**src/rtl/param_sync_fifo.sv**
```systemverilog
// param_sync_fifo
//   Single-clock synchronous FIFO with DEPTH x WIDTH storage.
//   - Registered occupancy count and status flags.
//   - Sticky overflow and underflow error flags.
//   - Selectable read mode:
//       FWFT=0 : data_out loads on an accepted read (one-cycle latency).
//       FWFT=1 : data_out shows the head word whenever the FIFO is not empty.
//
// Ports
//   clk          : single clock, rising edge
//   async_rst    : asynchronous active-low reset
//   flush        : synchronous empty request; has priority over write_en and read_en
//   data_in      : write data (WIDTH bits)
//   write_en     : write request, accepted when not full
//   read_en      : read (pop) request, accepted when not empty
//   data_out     : read data (WIDTH bits)
//   full / empty / almost_full / almost_empty : registered status flags
//   count        : registered occupancy, 0..DEPTH
//   overflow     : sticky; set by a write while full, cleared by flush or reset
//   underflow    : sticky; set by a read while empty, cleared by flush or reset
module param_sync_fifo #(
  parameter int WIDTH     = 32,
  parameter int DEPTH     = 16,
  parameter int AF_THRESH = DEPTH - 2,
  parameter int AE_THRESH = 2,
  parameter int FWFT      = 0
) (
  input  logic                   clk,
  input  logic                   async_rst,
  input  logic                   flush,
  input  logic [WIDTH-1:0]       data_in,
  input  logic                   write_en,
  input  logic                   read_en,
  output logic [WIDTH-1:0]       data_out,
  output logic                   full,
  output logic                   empty,
  output logic                   almost_full,
  output logic                   almost_empty,
  output logic [$clog2(DEPTH):0] count,
  output logic                   overflow,
  output logic                   underflow
);

  localparam int AW = $clog2(DEPTH);
  localparam int PW = AW + 1;

  localparam logic [PW-1:0] ZERO_C  = {PW{1'b0}};
  localparam logic [PW-1:0] ONE_C   = {{AW{1'b0}}, 1'b1};
  localparam logic [PW-1:0] DEPTH_C = PW'(DEPTH);
  localparam logic [PW-1:0] AF_C    = PW'(AF_THRESH);
  localparam logic [PW-1:0] AE_C    = PW'(AE_THRESH);

  logic [WIDTH-1:0] mem_r [DEPTH];

  // Pointers carry one extra MSB so that full and empty can be told apart.
  logic [PW-1:0]    wr_ptr_r;
  logic [PW-1:0]    rd_ptr_r;
  logic [PW-1:0]    count_r;
  logic [WIDTH-1:0] data_out_r;
  logic             full_r;
  logic             empty_r;
  logic             af_r;
  logic             ae_r;
  logic             overflow_r;
  logic             underflow_r;

  logic             wr_acc_s;
  logic             rd_acc_s;
  logic [PW-1:0]    wr_ptr_nxt_s;
  logic [PW-1:0]    rd_ptr_nxt_s;
  logic [PW-1:0]    count_nxt_s;
  logic [WIDTH-1:0] data_out_nxt_s;
  logic             overflow_nxt_s;
  logic             underflow_nxt_s;

  // Decide which operations are accepted this cycle, and compute the next state.
  always_comb begin
    wr_acc_s        = 1'b0;
    rd_acc_s        = 1'b0;
    wr_ptr_nxt_s    = wr_ptr_r;
    rd_ptr_nxt_s    = rd_ptr_r;
    count_nxt_s     = count_r;
    data_out_nxt_s  = data_out_r;
    overflow_nxt_s  = overflow_r;
    underflow_nxt_s = underflow_r;

    if (flush) begin
      wr_ptr_nxt_s    = ZERO_C;
      rd_ptr_nxt_s    = ZERO_C;
      count_nxt_s     = ZERO_C;
      overflow_nxt_s  = 1'b0;
      underflow_nxt_s = 1'b0;
    end else begin
      wr_acc_s = write_en & ~full_r;
      rd_acc_s = read_en & ~empty_r;

      if (write_en & full_r) begin
        overflow_nxt_s = 1'b1;
      end else begin
        overflow_nxt_s = overflow_r;
      end

      if (read_en & empty_r) begin
        underflow_nxt_s = 1'b1;
      end else begin
        underflow_nxt_s = underflow_r;
      end

      if (wr_acc_s) begin
        wr_ptr_nxt_s = wr_ptr_r + ONE_C;
      end else begin
        wr_ptr_nxt_s = wr_ptr_r;
      end

      if (rd_acc_s) begin
        rd_ptr_nxt_s = rd_ptr_r + ONE_C;
      end else begin
        rd_ptr_nxt_s = rd_ptr_r;
      end

      case ({wr_acc_s, rd_acc_s})
        2'b10:   count_nxt_s = count_r + ONE_C;
        2'b01:   count_nxt_s = count_r - ONE_C;
        default: count_nxt_s = count_r;
      endcase

      if (FWFT != 0) begin
        // Preload the word that will be at the head after this edge. When that
        // word is being written on this same edge, it is not in memory yet, so
        // it is taken from data_in instead.
        if (count_nxt_s != ZERO_C) begin
          if (wr_acc_s && (rd_ptr_nxt_s == wr_ptr_r)) begin
            data_out_nxt_s = data_in;
          end else begin
            data_out_nxt_s = mem_r[rd_ptr_nxt_s[AW-1:0]];
          end
        end else begin
          data_out_nxt_s = data_out_r;
        end
      end else begin
        if (rd_acc_s) begin
          data_out_nxt_s = mem_r[rd_ptr_r[AW-1:0]];
        end else begin
          data_out_nxt_s = data_out_r;
        end
      end
    end
  end

  // Storage array. It has no reset; the pointers alone determine which entries are valid.
  always_ff @(posedge clk) begin
    if (wr_acc_s) begin
      mem_r[wr_ptr_r[AW-1:0]] <= data_in;
    end
  end

  // Pointers, count, read data, flags and sticky errors. The flags are
  // registered from the next count, so they never glitch.
  always_ff @(posedge clk or negedge async_rst) begin
    if (!async_rst) begin
      wr_ptr_r    <= ZERO_C;
      rd_ptr_r    <= ZERO_C;
      count_r     <= ZERO_C;
      data_out_r  <= {WIDTH{1'b0}};
      full_r      <= 1'b0;
      empty_r     <= 1'b1;
      af_r        <= 1'b0;
      ae_r        <= 1'b1;
      overflow_r  <= 1'b0;
      underflow_r <= 1'b0;
    end else begin
      wr_ptr_r    <= wr_ptr_nxt_s;
      rd_ptr_r    <= rd_ptr_nxt_s;
      count_r     <= count_nxt_s;
      data_out_r  <= data_out_nxt_s;
      full_r      <= (count_nxt_s == DEPTH_C);
      empty_r     <= (count_nxt_s == ZERO_C);
      af_r        <= (count_nxt_s >= AF_C);
      ae_r        <= (count_nxt_s <= AE_C);
      overflow_r  <= overflow_nxt_s;
      underflow_r <= underflow_nxt_s;
    end
  end

  assign data_out     = data_out_r;
  assign full         = full_r;
  assign empty        = empty_r;
  assign almost_full  = af_r;
  assign almost_empty = ae_r;
  assign count        = count_r;
  assign overflow     = overflow_r;
  assign underflow    = underflow_r;

endmodule

```
**config.mk**
```make
export PLATFORM = sky130hd
export DESIGN_NAME = param_sync_fifo
export DESIGN_NICKNAME = d
export VERILOG_FILES = /design/src/rtl/param_sync_fifo.sv
export SDC_FILE = /design/constraint.sdc
export NUM_CORES = 1
export LEC_CHECK = 0
export ABC_AREA = 1
export CAP_MARGIN = 20
export CORE_MARGIN = 5
export CORE_UTILIZATION = 39
export CTS_CLUSTER_DIAMETER = 60
export DETAILED_ROUTE_END_ITERATION = 7
export PLACE_DENSITY = 0.54
export SYNTH_ARGS = -nofsm -noshare
export SYNTH_HDL_FRONTEND = slang
export SYNTH_SLANG_ARGS = --single-unit
export TNS_END_PERCENT = 1
```
**constraint.sdc**
```tcl
create_clock -name clk -period 2.35 [get_ports clk]
set_input_delay 0.47 -clock clk [delete_from_list [all_inputs] [get_ports clk]]
set_output_delay 0.47 -clock clk [all_outputs]
set_load 0.005 [all_outputs]
```
# Word level (Yosys, flattened, before mapping)
# Memory sizes are Yosys's and may differ from the RTL's. A register that Yosys moved wholly into a read port is not among the register bits.
# Index checks and enable logic that the tools add are counted.
[classes] n_addsub=4 n_lt_le_gt_ge=2 eq_ne=3 mux=13 bitwise_logic=7 n_reduce_logical=7
[op_table] operator="$mux W5" n=5
[op_table] operator="$add A5 B1 Y5 const B" n=3
[op_table] operator="$pmux W5 S2" n=1
[op_table] operator="$reduce_bool A2 Y1" n=4
[op_table] operator="$mux W1" n=7
[op_table] operator="$eq A5 B5 Y1 const B" n=1
[op_table] operator="$ge A5 B4 Y1 const B" n=1
[op_table] operator="$le A5 B2 Y1 const B" n=1
[op_table] operator="$logic_not A5 Y1" n=1
[op_table] operator="$sub A5 B1 Y5 const B" n=1
[op_table] operator="$and A1 B1 Y1" n=4
[op_table] operator="$not A1 Y1" n=3
[op_table] operator="$eq A2 B1 Y1 const B" n=1
[op_table] operator="$eq A2 B2 Y1 const B" n=1
[op_table] operator="$reduce_and A2 Y1" n=1
[op_table] operator="$logic_not A1 Y1" n=1
[word_totals] reg_bits=21 mem_bits_rw=512 input_bits=37 out_inout_bits=43 word_cells=46 n_memories=1
[mem_list] name="mem_r" words=16 width=32 rd=1 rd_ports_with_merged_regs=1 wr=1 line_no="53" source="logic [WIDTH-1:0] mem_r [DEPTH];"

# Logic depth before layout (Yosys ltp)
# Gate-level depths: netlist (run 1).
[logic_depth] ltp_word=6 depth_mapped=16

# Worst setup path before layout (run 1)
# OpenSTA, ideal clock, no wires.
[synth_timing] path_type="input to register" start="input flush" end="memory mem_r[11][0] (enable)" arrival_ns=2.343 required_ns=1.929 path_slack_ns=-0.414 cell_stages=4 path_cell_list="clkbuf_1 inv_1 nand3_1 nor2_1"
[synth_via] elab_chain_len=3
[synth_rtl] element="from (decl)" line_no="30" source="input logic flush,"
[synth_rtl] element="$mux W1" line_no="87" source="if (flush) begin"
[synth_rtl] element="$mux W1" line_no="152" source="if (wr_acc_s) begin"
[synth_rtl] element="$mux W1 (implied by the code)" line_no="153" source="mem_r[wr_ptr_r[AW-1:0]] <= data_in;"
[synth_rtl] element="to (decl)" line_no="53"
# Every way passes these cells.

# Worst setup path in the final report (run 1)
[layout_timing] start="register empty_r (netlist: empty)" end="output empty"
[layout_rtl] element="from (decl)" line_no="61" source="logic empty_r;"
[layout_rtl] element="from (signal assigned)" line_no="177" source="empty_r <= (count_nxt_s == ZERO_C);"
[layout_rtl] element="to (decl)" line_no="36" source="output logic empty,"
# No word-level cell between the ends.

==> flow_metrics.py, run 1 <==
metrics = {
    "global_route": {
        "grt.overflow.total": 0,
        "grt_max_degree": 67,
        "grt_pass1_vias": 13360,
        "grt_use_total": 0.1782,
        "grt_pass1_wl_um": 85290,
        "antenna_found_initial": 0,
    },
    "yosys": {
        "yosysUniqueCellTypes": 33,
        "syn_nets": 1714,
        "ys_warn_count": 0,
        "synth_enable_flop_cells": 512,
        "syn_inst": 1670,
        "synth_top_area_frac": 0.6915,
        "syn_avg_cell_area_um2": 13.31,
        "ys_seq_area_frac": 0.7491,
        "synth.area.top_cells": "edfxtp_1, dfrtp_1, nand2_1, o21ai_0, mux2i_1",
        "syn_area_mm2": 0.02223,
        "ys.flop_type": "edfxtp_1",
        "synth_seq_cells": 563,
        "synth.largest_area_cell": "edfxtp_1",
        "synthArstFlopShare": 0.09059,
    },
    "die": {
        "num_io_pins": 80,
        "die_area_mm2": 0.06188,
        "fp.dieH_um": 248.8,
        "rows": 87,
        "fp.coreArea_mm2": 0.05639,
        "die_x_um": 248.8,
        "initial_utilization": 0.3943,
    },
    "layout": {
        "num-fill-cells": 5044,
        "fin_area_mm2": 0.02668,
        "drive_gt1_frac": 0.1162,
        "final_cell_count_no_fill": 2606,
        "final_nets": 1844,
        "antenna_cells": 0,
        "area_growth_pct": 20.01,
    },
    "timing": {
        "worst_slack_ps": 157.6,
        "setup_viol": 0,
        "max_freq_mhz": 456.1,
        "final_hold_viol_count": 0,
        "whs_ps": 364.4,
        "tightest_slew_ps": 790.9,
        "maxSlewViolCount": 0,
        "period_share": 0.9329,
        "slew-limit-headroom": 0.4711,
        "skew_ps": 28.46,
        "rsz0062_at_grt": "false",
        "period_minus_slack_ps": 2192,
    },
    "clocking": {
        "worstSkewPairLatency_ps": 630,
        "root_buffer": "clkbuf_16",
        "clockBufferDepth": 3,
        "cts_hold_buf": 1,
        "cts.clk_slew.worst_paths_ps": 60,
        "cts_inserted_buffers": 58,
        "clock-sinks": 563,
        "cts_tree": "built",
        "cts_setup_buffers": 0,
        "h-tree-depth": 2,
        "cts.repair.resized": 0,
    },
    "place": {
        "dp.cells": 2495,
        "placed_cell_area_mm2": 0.02476,
        "gp_congestion": 0.7695,
        "portBuffers": 79,
        "dp_slack_ps": -39.57,
        "dp_hpwl_um": 33190,
    },
    "pwr": {
        "power_frac_seq": 0.471,
        "cell_internal_pwr_uw": 18430,
        "swShare": 0.2624,
        "irDropWorstVdd_mv": 0.6437,
        "p_per_area_mw_per_mm2": 936.5,
        "p_switching_uw": 6555,
        "power_frac_comb": 0.163,
        "power_frac_clock": 0.366,
        "cellLeakagePower_uw": 0.009279,
    },
    "critical_path": {
        "crit_fanout": 3,
        "r2r_setup_slack_ps": 290,
        "cp_top_family": "flip-flops",
        "slowest_stage": "dfstp_2",
        "path_cells": "clkdlybuf4s50_1",
        "crit_required_ps": 1880,
        "cp_num_buf_inv": 1,
        "rr_worst_depth": 8,
        "crit_type": "reg -> out",
        "cp_slowest_stage_delay_ps": 600,
        "endpoint_kind": "output pin",
        "cp.arrival_ps": 1720,
        "r2r_end": "data_out[3]",
        "timing.rr.start": "rd_ptr_r[0]",
        "start_kind": "flop",
    },
    "route": {
        "wl_per_cell_um": 21.73,
        "dr.pass1.iters": 5,
        "postRouteAntennaNets": 0,
        "drc": 0,
        "routed_wl_um": 56620,
        "vias": 13630,
        "vias_per_cell": 5.231,
        "drt_iter0_markers": 994,
    },
    "min_path": {
        "hold_class": "in -> async",
    },
    "run_status": {
        "status": "complete, no violations",
    },
    "job": {
        "cap_violations": 0,
    },
}
power groups by stage:
stage | logic (uW) | registers, uW | clock network [uW]
floorplan | 2230 | 11900 | 0
finish | 4080 | 11800 | 9140
global route | 4520 | 11800 | 9740
global placement | 4110 | 12000 | 0
CTS | 4140 | 11800 | 9330
detailed placement | 4110 | 12000 | 0
cells in the final DEF (no fill, tap or decap), types with 17 or more instances in the layout:
cell               n
clkdlybuf4s50_1   78
a21oi_1          104
o21ai_0          164
o22ai_1           64
clkinv_2          17
buf_4             42
nor2_4            18
buf_12            46
o21ai_1           35
dfrtp_1           46
nor2_1           144
inv_1             21
o211ai_1          32
mux2i_1           64
nand2_1          318
edfxtp_1         512
clkbuf_16         58
metrics by stage:
step / power [uW] / util / TNS [ps]
floorplan: 14120 / - / -212030
global placement: 16080 / 0.4391 / -137.3
detailed placement: 16090 / 0.4391 / -114.3
CTS: 25250 / 0.4732 / 0
global route: 26080 / 0.4732 / 0
finish: 24990 / 0.4732 / 0
layout make-up:
class	count	area (um^2)	share of cell area
flip-flops and latches	563	16660	0.6244
multi-input cells	981	5020	0.1881
repair buffers	168	2032	0.07616
clock buffers	67	1495	0.05604
well taps	756	945.9	0.03545
clock inverters	43	417.9	0.01566
inverters	28	110.1	0.004127
state kept, by name (all words and copies together) (netlist names):
signal,cells
overflow,1
rd_ptr_r,4
almost_empty,1
count,5
underflow,1
data_out,32
almost_full,1
wr_ptr_r,4
empty,1
full,1
mem_r,512
synth_stat cells (5+ instances only):
library cell and instances:
clkbuf_1 30, edfxtp_1 512, o211ai_1 32, nand2_1 319, nor2_1 160, o21ai_1 35
o22ai_1 64, o21ai_0 164, buf_2 40, nand3_1 13, a21oi_1 104, dfrtp_1 49
buf_6 5, mux2i_1 64, buf_4 9, inv_2 5, ha_1 7, buf_8 7
inv_1 23
routing by layer:
metal	share of wire	wire length, um	track usage
met5	0	0	0
met2	0.47	26510	0.2834
met1	0.47	26440	0.2630
met4	0.017	981	0.03736
met3	0.047	2689	0.02767
worst max-delay path by stage:
stage	from	end	slack (ps)	depth (start not counted)
2_1_floorplan	flush	mem_r[11][0]	-410	4
3_3_place_gp	read_en	empty	-50	17
3_5_place_dp	write_en	empty	-40	15
4_1_cts	empty	empty	100	1
5_1_grt	empty	empty	90	1
6_report	empty	empty	160	1
logic make-up after synthesis:
kind of cell / count (synthesis) / synth area share
AOI/OAI and AO/OA: 401 / 0.09764
xor gates and xnor gates: 1 / 0.0003940
adders and majority gates: 7 / 0.003939
buffers and inverters: 126 / 0.03112
DFF: 563 / 0.7491
muxes: 64 / 0.02881
and+or+nand+nor: 508 / 0.08903
Power figures use the tool's default switching activity.
==> run 2, diff against run 1 <==
- CORE_UTILIZATION: 39 -> 50
- GPL_ROUTABILITY_DRIVEN: not set -> 0
- PLACE_DENSITY: 0.54 -> 0.67
==> run 2 against run 1 <==
Net effect:
- first-iteration DRC count is 57% higher
- utilization up 12 points
- cell area shrank 1.6%
- clock power decreased by 5.3%
- clock-buffer cell count grew 2
- hold slack got worse by 23 ps
- highest routed layer unchanged
==> flow_metrics.py, run 2 (same netlist as run 1, synthesis figures left out) <==
metrics = {
    "run_status": {
        "status": "complete, no violations",
    },
    "global_route": {
        "grt_max_degree": 102,
        "grt.overflow.total": 0,
        "grt_pass1_wl_um": 81280,
        "grt_use_total": 0.2134,
        "grt_pass1_vias": 13540,
        "antenna_found_initial": 0,
    },
    "clocking": {
        "clock-sinks": 563,
        "h-tree-depth": 2,
        "cts_setup_buffers": 0,
        "worstSkewPairLatency_ps": 590,
        "root_buffer": "clkbuf_16",
        "cts_inserted_buffers": 56,
        "clockBufferDepth": 3,
        "cts_tree": "built",
        "cts.clk_slew.worst_paths_ps": 60,
    },
    "critical_path": {
        "crit_required_ps": 1880,
        "cp_num_buf_inv": 1,
        "endpoint_kind": "output pin",
        "timing.rr.start": "rd_ptr_r[0]",
        "cp_top_family": "flip-flops",
        "rr_worst_depth": 8,
        "cp.arrival_ps": 1710,
        "r2r_end": "data_out[8]",
        "crit_type": "reg -> out",
        "crit_fanout": 3,
        "start_kind": "flop",
        "path_cells": "clkdlybuf4s50_1",
        "cp_slowest_stage_delay_ps": 600,
        "slowest_stage": "dfstp_2",
        "r2r_setup_slack_ps": 360,
    },
    "layout": {
        "mostFrequentLayoutCell": "edfxtp_1",
        "final_nets": 1833,
        "antenna_cells": 0,
        "final_cell_mix": "edfxtp_1, nand2_1, o21ai_0, nor2_1, a21oi_1",
        "drive_gt1_frac": 0.1063,
        "utilization": 0.5948,
        "largest_register_ffs": 512,
        "area_growth_pct": 18.05,
    },
    "pwr": {
        "cellLeakagePower_uw": 0.009173,
        "irDropWorstVdd_mv": 0.7950,
        "p_total_uw": 24450,
        "p_per_area_mw_per_mm2": 931.5,
    },
    "die": {
        "rows": 77,
        "die_x_um": 220.9,
        "initial_utilization": 0.5039,
        "num_io_pins": 80,
        "fp.dieH_um": 220.9,
        "fp.coreArea_mm2": 0.04412,
        "die_area_mm2": 0.04878,
    },
    "route": {
        "postRouteAntennaNets": 0,
        "drt-met1-wl_um": 22470,
        "wl_per_cell_um": 21.79,
        "vias_per_cell": 5.657,
        "drc": 0,
        "dr_wl_met2_um": 25190,
        "routed_wl_um": 52890,
        "wl_met3_um": 3781,
        "drt_iter0_markers": 1562,
        "highest_layer": "met4",
        "dr.pass1.iters": 7,
        "vias": 13730,
    },
    "timing": {
        "period_minus_slack_ps": 2183,
        "slew-limit-headroom": 0.4831,
        "setup_viol": 0,
        "maxSlewViolCount": 0,
        "final_hold_viol_count": 0,
        "skew_ps": 9.566,
        "tightest_slew_ps": 772.9,
        "max_freq_mhz": 458.1,
        "setup-tns-final_ps": 0,
        "worst_slack_ps": 167.3,
        "rsz0062_at_grt": "false",
        "period_share": 0.9288,
    },
    "job": {
        "cap_violations": 0,
    },
    "place": {
        "dp_hpwl_um": 30780,
        "dp_slack_ps": -78.96,
        "portBuffers": 79,
    },
    "min_path": {
        "hold_class": "in -> async",
    },
}
-- run 2: cell types whose count changed in the layout (fill, tap and decap cells not counted), sizes merged --
| cell | change |
|---|---|
| inv | -1 |
| clkinvlp | -2 |
| buf | -9 |
| bufinv | -1 |
| clkinv | -4 |
| clkbuf | +2 |
-- run 2: cell type report --
type	instances	area, um^2
clock buffers	69	1501
clock inverters	35	287.8
fillers	3489	17880
inverters	28	110.1
multi-input cells	981	5020
flip-flops and latches	563	16660
well taps	592	740.7
repair buffers	159	1927
-- run 2: worst max path at each step --
stage,from,endpoint,slack [ps],cells after the start
floorplan,flush,mem_r[11][0],-410,4
global placement,write_en,mem_r[6][8],-50,6
detailed placement,write_en,mem_r[4][30],-80,6
CTS,empty,empty,130,1
global route,empty,empty,110,1
finish,empty,empty,170,1
-- run 2: through the flow --
step	std cells	area (um^2)	hold WS [ps]
after floorplan	1670	22230	174.4
after global placement	2322	24450	414.3
after detailed placement	2322	24450	417.8
after CTS	2427	26250	334.2
after global routing	2427	26250	352.5
final	2427	26250	341.8
-- run 2: per-layer routing --
metal | vias up | global-route usage
li1 | 6318 | -
met1 | 6839 | 0.2978
met2 | 476 | 0.3483
met3 | 96 | 0.03976
met4 | 0 | 0.06162
met5 | - | 0
-- run 2: repair_timing --
item,CTS,global route
endpoints found under the hold margin,10,0
hold buffers,1,0
setup endpoints to repair,0,0
gates resized for setup,0,0
-- run 2: power breakdown --
| group | total (uW) | internal (uW) | switching (uW) |
|---|---|---|---|
| sequential | 11800 | 11400 | 354 |
| clock | 8660 | 5060 | 3610 |
| combinational | 4000 | 1710 | 2290 |
==> run 3, diff against run 2 <==
--- a/config.mk
+++ b/config.mk
@@ -7,3 +7,3 @@
 export LEC_CHECK = 0
-export ABC_AREA = 1
+export ABC_CLOCK_PERIOD_IN_PS = 2350
 export CAP_MARGIN = 20
==> constraint.sdc (replaced) <==
create_clock -name clk -period 2.35 [get_ports clk]
set_input_delay 0.705 -clock clk [delete_from_list [all_inputs] [get_ports clk]]
set_output_delay 0.705 -clock clk [all_outputs]
set_load 0.005 [all_outputs]
==> run 3 against run 2 <==
Net effect:
- the run now ends with setup timing left
- synthesized cell count fell by 35%
- sequential share of layout area grew 0.18 points
- hold slack got worse by 300 ps
- synthesized area is 2.6% lower
- cell area fell by 0.25%
- clock skew up 32 ps
- sequential power about the same
- combinational power hardly changed
- critical endpoint is now full
- largest power group unchanged
==> flow_metrics.py, run 3 <==
metrics = {
    "job": {
        "cap_violations": 0,
    },
    "clocking": {
        "cts_inserted_buffers": 56,
        "clockBufferDepth": 3,
        "root_buffer": "clkbuf_16",
        "clock-sinks": 563,
        "cts.clk_slew.worst_paths_ps": 60,
        "h-tree-depth": 2,
        "cts_tree": "built",
        "worstSkewPairLatency_ps": 620,
        "cts_hold_buf": 0,
    },
    "pwr": {
        "p_total_uw": 24520,
        "p_switching_uw": 5776,
        "p_per_area_mw_per_mm2": 936.6,
        "power_frac_comb": 0.163,
        "cell_internal_pwr_uw": 18740,
        "power_frac_clock": 0.358,
        "irDropWorstVdd_mv": 0.7110,
        "power_frac_seq": 0.478,
        "cellLeakagePower_uw": 0.008429,
        "swShare": 0.2356,
    },
    "timing": {
        "maxSlewViolCount": 0,
        "period_share": 1.020,
        "slew-limit-headroom": 0.5718,
        "skew_ps": 41.34,
        "tightest_slew_ps": 642.2,
        "max_freq_mhz": 417.2,
        "rsz0062_at_grt": "true",
        "final_hold_viol_count": 0,
        "setup_viol": 3,
        "worst_slack_ps": -46.90,
        "period_minus_slack_ps": 2397,
        "setup-tns-final_ps": -76.10,
    },
    "critical_path": {
        "endpoint_kind": "flop",
        "crit_type": "reg -> reg",
        "cp_slowest_stage_delay_ps": 500,
        "crit_required_ps": 2840,
        "cp_top_family": "simple AND/OR/NAND/NOR gates",
        "cp.arrival_ps": 2890,
        "cp_num_buf_inv": 1,
        "slowest_stage": "or4b_1",
        "start_kind": "flop",
        "crit_fanout": 4,
        "path_cells": "nor2b_4, clkinv_8, ha_4, or4b_1, nand4b_1, mux2_4, o21bai_4, nor4b_4",
    },
    "yosys": {
        "synth-compound-area-share": 0.04674,
        "synth.largest_area_cell": "edfxtp_1",
        "synth_xor_area_frac": 0.003640,
        "post-synth-top-count-cell": "edfxtp_1",
        "synth_adder_area_share": 0.004044,
        "syn_area_mm2": 0.02166,
        "ys.flop_type": "edfxtp_1",
        "syn_avg_cell_area_um2": 19.96,
        "synth_top_area_frac": 0.7099,
        "synth.area.top_cells": "edfxtp_1, mux4_2, dfrtp_1, mux2i_1, o221ai_1",
        "synth_top_family_by_area": "multiplexers",
        "synthSimpleGateAreaFrac": 0.02860,
        "ys_warn_count": 0,
        "synthArstFlopShare": 0.09059,
        "synth_enable_flop_cells": 512,
        "yosys-top-cells-count": "edfxtp_1, mux4_2, nand2_1, mux2i_1, o221ai_1",
        "syn_inst": 1085,
        "synth_mux_area_frac": 0.1310,
        "ys_seq_area_frac": 0.7689,
        "yosysUniqueCellTypes": 48,
        "syn_nets": 1129,
        "synth_seq_cells": 563,
    },
    "die": {
        "num_io_pins": 80,
        "die_x_um": 218.1,
        "initial_utilization": 0.5039,
        "rows": 76,
        "fp.dieH_um": 218.1,
        "die_area_mm2": 0.04758,
        "fp.coreArea_mm2": 0.04298,
    },
    "route": {
        "drt_iter0_markers": 978,
        "drc": 0,
        "vias": 10910,
        "vias_per_cell": 5.749,
        "dr.pass1.iters": 5,
        "routed_wl_um": 47220,
        "wl_per_cell_um": 24.89,
        "postRouteAntennaNets": 0,
    },
    "layout": {
        "antenna_cells": 0,
        "final_nets": 1310,
        "final_cell_mix": "edfxtp_1, mux4_2, nand2_1, clkdlybuf4s50_1",
        "utilization": 0.6091,
        "mostFrequentLayoutCell": "edfxtp_1",
        "largest_register_ffs": 512,
        "drive_gt1_frac": 0.2523,
        "area_growth_pct": 20.88,
        "num-fill-cells": 3101,
    },
    "global_route": {
        "grt_use_total": 0.2034,
        "grt_pass1_vias": 11370,
        "antenna_found_initial": 0,
        "grt_pass1_wl_um": 72080,
        "grt_max_degree": 59,
        "grt.overflow.total": 0,
    },
    "run_status": {
        "status": "complete, but fails checks",
        "violations": "setup timing",
    },
    "min_path": {
        "hold_class": "in -> async",
    },
    "place": {
        "dp_hpwl_um": 27960,
        "portBuffers": 79,
        "dp_slack_ps": -931.3,
    },
}
run 3: logic make-up after synthesis:
kind of cell	Yosys count
and+or+nand+nor	134
xor gates and xnor gates	9
muxes	163
DFF	563
adders and majority gates	7
AOI/OAI and AO/OA	143
buffers and inverters	66
run 3: worst paths after layout:
kind                         startpoint  slack (ps)  depth (start not counted)           end
max                                full         -50                          8          full
min                           async_rst          40                          1  data_out[13]
max reg2reg                        full         -50                          8          full
min reg2reg                data_out[25]         480                          2  data_out[25]
max in group asynchronous     async_rst        1730                          2  almost_empty
min in group clk           data_out[25]         480                          2  data_out[25]
run 3: routing by layer:
metal | part of all wire | up-vias | global-route usage | wire length, um
li1 | - | 4814 | - | -
met1 | 0.43 | 5696 | 0.2933 | 20500
met2 | 0.50 | 322 | 0.3341 | 23430
met3 | 0.049 | 74 | 0.02826 | 2298
met4 | 0.021 | 0 | 0.05254 | 997
met5 | 0 | - | 0 | 0
run 3: what timing repair did:
| item | CTS | global route |
|---|---|---|
| gates resized for setup | 8 | 8 |
| endpoints found under the setup margin | 10 | 6 |
| hold endpoints to repair | 0 | 0 |
| setup buffers | 4 | 2 |
| gates cloned | 0 | 0 |
| pin swaps | 5 | 1 |
run 3: per-stage QoR:
stage | cell area [um^2] | hold WS, ps | std cells
finish | 26180 | 38.17 | 1897
global route | 26180 | 67.51 | 1897
CTS | 26130 | 26.23 | 1895
detailed placement | 24230 | 474.3 | 1787
global placement | 24230 | 466.3 | 1787
floorplan | 21720 | 409.4 | 1085
run 3: area by class of cell:
| type | instances | area (um^2) | share of cell area |
|---|---|---|---|
| flip-flops and latches | 563 | 16660 | 0.6365 |
| multi-input cells | 456 | 4825 | 0.1843 |
| repair buffers | 185 | 2083 | 0.07957 |
| clock buffers | 79 | 1568 | 0.05988 |
| well taps | 585 | 732.0 | 0.02796 |
| clock inverters | 25 | 280.3 | 0.01071 |
| inverters | 4 | 27.53 | 0.001051 |
run 3: power groups by stage:
stage / Combinational (uW) / Sequential (uW) / Clock [uW]
6_report: 4000 / 11700 / 8790
5_1_grt: 4340 / 11800 / 9440
4_1_cts: 4020 / 11700 / 8970
3_5_place_dp: 3970 / 11900 / 0
3_3_place_gp: 3910 / 11900 / 0
2_1_floorplan: 2300 / 11800 / 0
